[src/rtl/rx_sync_pkg.sv]
// Shared types and constants for the receive-side sync controller.
package rx_sync_pkg;

  typedef enum logic [1:0] {
    LOSS_OF_SYNC = 2'd0,
    COMMA_DET    = 2'd1,
    SYNC_ACQ     = 2'd2,
    SYNC_ERR     = 2'd3
  } sync_state_e;

  localparam logic [7:0] K28_1 = 8'h3C;
  localparam logic [7:0] K28_5 = 8'hBC;
  localparam logic [7:0] K28_7 = 8'hFC;

  // Comma pattern only; validity of the code group is qualified by the caller.
  function automatic logic is_comma(input logic [7:0] data, input logic k);
    return k && ((data == K28_1) || (data == K28_5) || (data == K28_7));
  endfunction

endpackage

[src/rtl/sat_counter.sv]
// Saturating up-counter with synchronous clear (clear has priority).
module sat_counter #(
  parameter int unsigned W = 16
) (
  input  logic         clk,
  input  logic         rst,
  input  logic         inc,
  input  logic         clr,
  output logic [W-1:0] cnt
);

  logic [W-1:0] cnt_d, cnt_q;

  // Next count: clear wins, otherwise increment unless already all-ones.
  always_comb begin
    cnt_d = cnt_q;
    if (clr)
      cnt_d = '0;
    else if (inc && (cnt_q != '1))
      cnt_d = cnt_q + 1'b1;
  end

  // Counter register, asynchronous active-low reset.
  always_ff @(posedge clk or negedge rst) begin
    if (!rst) cnt_q <= '0;
    else      cnt_q <= cnt_d;
  end

  assign cnt = cnt_q;

endmodule

[src/rtl/rx_sync_ctrl.sv]
// Comma-based acquire/lose-sync controller with error hysteresis, gated
// data forwarding and a saturating code-violation counter.
module rx_sync_ctrl
  import rx_sync_pkg::*;
#(
  parameter int unsigned ACQ_COMMAS = 3,
  parameter int unsigned ERR_MAX    = 4,
  parameter int unsigned GOOD_RUN   = 4,
  parameter int unsigned CNT_W      = 16
) (
  input  logic             clk,
  input  logic             rst,
  input  logic             in_valid,
  input  logic [7:0]       in_data,
  input  logic             in_k,
  input  logic             in_invalid,
  input  logic             cnt_clr,
  output logic             sync_ok,
  output logic             out_valid,
  output logic [7:0]       out_data,
  output logic             out_k,
  output logic             lost_sync,
  output logic [2:0]       err_level,
  output logic [CNT_W-1:0] code_err_cnt
);

  localparam int unsigned CC_W = $clog2(ACQ_COMMAS + 1);
  localparam int unsigned GC_W = $clog2(GOOD_RUN + 1);
  localparam logic [CC_W-1:0] ACQ_L  = CC_W'(ACQ_COMMAS);
  localparam logic [GC_W-1:0] GOOD_L = GC_W'(GOOD_RUN);
  localparam logic [2:0]      ERR_L  = 3'(ERR_MAX);

  sync_state_e     state_d, state_q;
  logic [CC_W-1:0] comma_cnt_d, comma_cnt_q, comma_inc;
  logic [GC_W-1:0] good_cnt_d, good_cnt_q, good_inc;
  logic [2:0]      err_lvl_d, err_lvl_q, err_inc;
  logic            lost_d, lost_q;
  logic            out_valid_d, out_valid_q;
  logic [7:0]      out_data_d, out_data_q;
  logic            out_k_d, out_k_q;
  logic            comma, in_sync;

  // An invalid code group never counts as a comma, whatever its pattern.
  assign comma     = is_comma(in_data, in_k) && !in_invalid;
  assign in_sync   = (state_q == SYNC_ACQ) || (state_q == SYNC_ERR);
  assign comma_inc = comma_cnt_q + 1'b1;
  assign good_inc  = good_cnt_q + 1'b1;
  assign err_inc   = err_lvl_q + 3'd1;

  // Next-state, hysteresis counters and forwarded-word capture.
  always_comb begin
    state_d     = state_q;
    comma_cnt_d = comma_cnt_q;
    good_cnt_d  = good_cnt_q;
    err_lvl_d   = err_lvl_q;
    lost_d      = 1'b0;
    out_valid_d = in_valid && !in_invalid && in_sync;
    out_data_d  = out_data_q;
    out_k_d     = out_k_q;

    if (out_valid_d) begin
      out_data_d = in_data;
      out_k_d    = in_k;
    end

    if (in_valid) begin
      unique case (state_q)
        // LOSS_OF_SYNC and COMMA_DET share the comma-counting path: from
        // LOSS the counter is 0, so one comma may already complete acquisition.
        LOSS_OF_SYNC, COMMA_DET: begin
          if (in_invalid) begin
            state_d     = LOSS_OF_SYNC;
            comma_cnt_d = '0;
          end else if (comma) begin
            if (comma_inc == ACQ_L) begin
              state_d     = SYNC_ACQ;
              comma_cnt_d = '0;
            end else begin
              state_d     = COMMA_DET;
              comma_cnt_d = comma_inc;
            end
          end
        end
        SYNC_ACQ: begin
          if (in_invalid) begin
            state_d    = SYNC_ERR;
            err_lvl_d  = 3'd1;
            good_cnt_d = '0;
          end
        end
        SYNC_ERR: begin
          if (in_invalid) begin
            good_cnt_d = '0;
            if (err_inc == ERR_L) begin
              state_d   = LOSS_OF_SYNC;
              err_lvl_d = '0;
              lost_d    = 1'b1;
            end else begin
              err_lvl_d = err_inc;
            end
          end else if (good_inc == GOOD_L) begin
            good_cnt_d = '0;
            err_lvl_d  = err_lvl_q - 3'd1;
            if (err_lvl_q == 3'd1) state_d = SYNC_ACQ;
          end else begin
            good_cnt_d = good_inc;
          end
        end
        default: state_d = LOSS_OF_SYNC;
      endcase
    end
  end

  // State and output registers, asynchronous active-low reset.
  always_ff @(posedge clk or negedge rst) begin
    if (!rst) begin
      state_q     <= LOSS_OF_SYNC;
      comma_cnt_q <= '0;
      good_cnt_q  <= '0;
      err_lvl_q   <= '0;
      lost_q      <= 1'b0;
      out_valid_q <= 1'b0;
      out_data_q  <= '0;
      out_k_q     <= 1'b0;
    end else begin
      state_q     <= state_d;
      comma_cnt_q <= comma_cnt_d;
      good_cnt_q  <= good_cnt_d;
      err_lvl_q   <= err_lvl_d;
      lost_q      <= lost_d;
      out_valid_q <= out_valid_d;
      out_data_q  <= out_data_d;
      out_k_q     <= out_k_d;
    end
  end

  sat_counter #(.W(CNT_W)) u_code_err_cnt (
    .clk (clk),
    .rst (rst),
    .inc (in_valid && in_invalid),
    .clr (cnt_clr),
    .cnt (code_err_cnt)
  );

  assign sync_ok   = in_sync;
  assign err_level = err_lvl_q;
  assign lost_sync = lost_q;
  assign out_valid = out_valid_q;
  assign out_data  = out_data_q;
  assign out_k     = out_k_q;

endmodule

[config.mk]
export PLATFORM = sky130hd
export DESIGN_NAME = rx_sync_ctrl
export DESIGN_NICKNAME = d
export VERILOG_FILES = /design/src/rtl/rx_sync_pkg.sv /design/src/rtl/sat_counter.sv /design/src/rtl/rx_sync_ctrl.sv
export SDC_FILE = /design/constraint.sdc
export NUM_CORES = 1
export LEC_CHECK = 0
export BUFFER_PORTS_ARGS = -buffer_cell sky130_fd_sc_hd__buf_2
export CORE_MARGIN = 2
export CORE_UTILIZATION = 58
export DETAILED_ROUTE_END_ITERATION = 10
export PLACE_DENSITY = 0.93
export SLEW_MARGIN = 5
export SYNTH_ARGS = -nofsm -noshare
export SYNTH_HDL_FRONTEND = slang
export SYNTH_SLANG_ARGS = --single-unit
export TNS_END_PERCENT = 5
[constraint.sdc]
create_clock -name clk -period 4.14 [get_ports clk]
set_input_delay 0.621 -clock clk [delete_from_list [all_inputs] [get_ports clk]]
set_output_delay 0.621 -clock clk [all_outputs]
set_load 0.01 [all_outputs]
==> flow_summary_export.csv <==
group,metric,value,unit
timing,period_share,47.2,%
critical_path,cp_max_fo,18,
timing,setup_viol,0,
cts,cts_setup_buffers,0,
drt,wirelength,4360,um
cts,ctsHoldBuffers,0,
timing,finalCriticalPeriod,1950,ps
cts,insertion_delay,280,ps
grt,grt_pass1_wl,7670,um
grt,grt_max_degree,38,
floorplan,dieArea,4190,um^2
yosys,syn_avg_cell_area,9.85,um^2
floorplan,core_area,3610,um^2
yosys,syn_area,2140,um^2
final_layout,diodes,0,
run,max_cap_viol_count,0,
floorplan,die_h,64.7,um
grt,grt_overflow_total,0,
timing,layout_setup_ws,2190,ps
grt,grt_pass1_vias,1768,
timing,hold_viol_final,0,
critical_path,cp.arrival,2130,ps
yosys,ys_warn_count,0,
timing,fmax,512,MHz
drt,first_pass_iters,4,
timing,relSlewSlack,45.9,%
final_layout,layout.nets,279,
pwr,ir_worst_vdd,0.259,mV
hold_path,worstHoldPathType,"input pin to async pin",
yosys,async_flop_share,100,%
yosys,seq_area_frac_synth,43.3,%
yosys,ys_seq_elements,37,
final_layout,drive_above_1_share,26.3,%
placement,place_ws,1900,ps
cts,clockBufferDepth,2,
placement,place.gp.congestion,0.849,
drt,drcViolationCount,0,
floorplan,die_w,64.7,um
cts,cts.sinks,37,
grt,grtUsageTotal,23.0,%
grt,antenna_found_initial,0,
drt,viasPerCell,5.77,
timing,worst_pin_slew,811,ps
drt,ant_nets,0,
cts,path_clk_slew,70,ps
cts,cts_made_buffers,5,
final_layout,synthToLayoutAreaGrowth,13.9,%
yosys,syn_nets,240,
cts,cts_resized,0,
cts,cts_root_buffer,"clkbuf_8",
timing,rsz0062_at_grt,"no",
cts,cts_tree,"built",
pwr,p_leak,0.00117,uW
critical_path,worstSetupPathType,"input pin to register",
timing,final.setup.tns,0,ps
timing,whs,423,ps
floorplan,pin_count,45,
critical_path,worstPathRequired,4310,ps
timing,fin_skew,4.11,ps
drt,drtIter0Drc,123,
timing,maxSlewViolCount,0,
drt,vias,1748,
yosys,synth-edff-count,0,
cts,h-tree-depth,2,
drt,wl_per_cell,14.4,um
yosys,netlist_instances,217,
floorplan,start_util,59.3,%
placement,io_buffers,44,
yosys,ys_types,50,
yosys,synth_flop_cell,"dfrtp_1",
critical_path,cp-end-kind,"register",
floorplan,num_rows,22,
placement,dp_hpwl,3190,um
pwr,power_density,295,nW/um^2
critical_path,cp-start-kind,"input pin",
status,status,"complete, no violations",
-- cell usage after synthesis (2+ instances only) --
master / number / area (um^2)
a211oi_1: 3 / 22.5
a21o_1: 2 / 15.0
a21oi_1: 15 / 75.1
a31oi_1: 5 / 31.3
and2_1: 3 / 18.8
and3_1: 2 / 12.5
and4_1: 2 / 17.5
buf_2: 4 / 20.0
buf_4: 2 / 15.0
clkbuf_1: 5 / 18.8
dfrtp_1: 37 / 926
ha_1: 9 / 113
inv_1: 14 / 52.6
mux2_2: 8 / 90.1
mux2i_1: 3 / 30.0
nand2_1: 16 / 60.1
nand2b_1: 2 / 12.5
nand3_1: 9 / 45.0
nand4_1: 4 / 25.0
nor2_1: 9 / 33.8
nor2b_1: 3 / 18.8
nor3_1: 4 / 20.0
nor3_2: 2 / 20.0
nor3b_1: 2 / 15.0
o21ai_0: 9 / 45.0
o21ai_1: 3 / 15.0
o31ai_1: 8 / 60.1
or3_1: 3 / 18.8
or4_1: 8 / 60.1
-- path summary, 6_finish.rpt --
| kind | start | endpoint | slack (ps) | cells past startpoint |
|---|---|---|---|---|
| setup / recovery | in_invalid | u_code_err_cnt.cnt[9] | 2190 | 5 |
| hold / removal | rst | u_code_err_cnt.cnt[7] | 420 | 1 |
| setup reg to reg | u_code_err_cnt.cnt[0] | u_code_err_cnt.cnt[1] | 2240 | 5 |
| hold reg to reg | out_data[7] | out_data[7] | 490 | 2 |
| max in group asynchronous | rst | good_cnt_q[2] | 3200 | 1 |
| min in group clk | out_data[7] | out_data[7] | 490 | 2 |
-- metrics by stage --
step	util [%]	instances	cell area (um^2)	total power, uW
2_1_floorplan	-	217	2140	458
3_3_place_gp	65.5	297	2360	491
3_5_place_dp	65.5	297	2360	495
4_1_cts	67.5	303	2430	723
5_1_grt	67.5	303	2430	750
6_report	67.5	303	2430	717
-- layout by cell type, fill, tap and decap left out, types with 2 or more instances in the layout --
cell and instances:
nor2_1 9, nand4_1 4, nor3_2 2, a211oi_1 3, a21oi_1 15, a31oi_1 5, dfrtp_1 37, or4_1 8
and2_1 3, and4_1 2, or3_1 3, nor2b_1 3, clkbuf_8 5, and3_1 2, o21ai_0 9, buf_2 44
o21ai_1 3, o31ai_1 8, nor3b_1 2, nand3_1 9, ha_1 9, a21o_1 2, nand2_1 16, mux2i_1 3
nor3_1 4, nand2b_1 2, mux2_2 8, inv_1 14
-- cell families (layout without fill, tap and decap cells) --
kind of cell             Yosys count  in the layout  synth area share, %
XOR/XNOR                           1              1                0.410
buffers and inverters             26             64                 5.15
AO/OA/AOI/OAI                     56             56                 17.7
adder cells (fa/ha/maj)            9              9                 5.27
flip-flops                        37             37                 43.3
AND/OR/NAND/NOR                   76             76                 22.0
multiplexers                      12             12                 6.14
-- critical path: stages --
cell and delay (ps):
buf_2 280, nand2_1 320, nor4_2 410, o311ai_1 170
mux2_1 320
-- power by group --
group	switching [uW]	internal (uW)	total (uW)
clock network	119	111	230
registers	18.4	377	396
logic	50.8	40.8	91.6
total	189	529	717
-- flip-flops by register name, indices dropped and copies added (netlist names) --
register / flops
good_cnt_q: 3
err_level: 3
out_data: 8
out_k: 1
out_valid: 1
lost_sync: 1
comma_cnt_q: 2
u_code_err_cnt.cnt: 16
state_q: 2
-- per-layer routing --
layer	wire (um)	GRT usage, %
met5	0	0
met4	46	7.98
met3	124	5.38
met2	2270	40.7
met1	1920	27.2
-- area by class of cell --
| class | instances | area [um^2] |
|---|---|---|
| Sequential cell | 37 | 926 |
| Tap cell | 48 | 60.1 |
| Clock inverter | 1 | 5.00 |
| Clock buffer | 5 | 68.8 |
| Multi-Input combinational cell | 154 | 1100 |
| Inverter | 14 | 52.6 |
| Fill cell | 293 | 1170 |
| Timing Repair Buffer | 44 | 220 |
No activity file was read; power rests on OpenSTA's default activity.
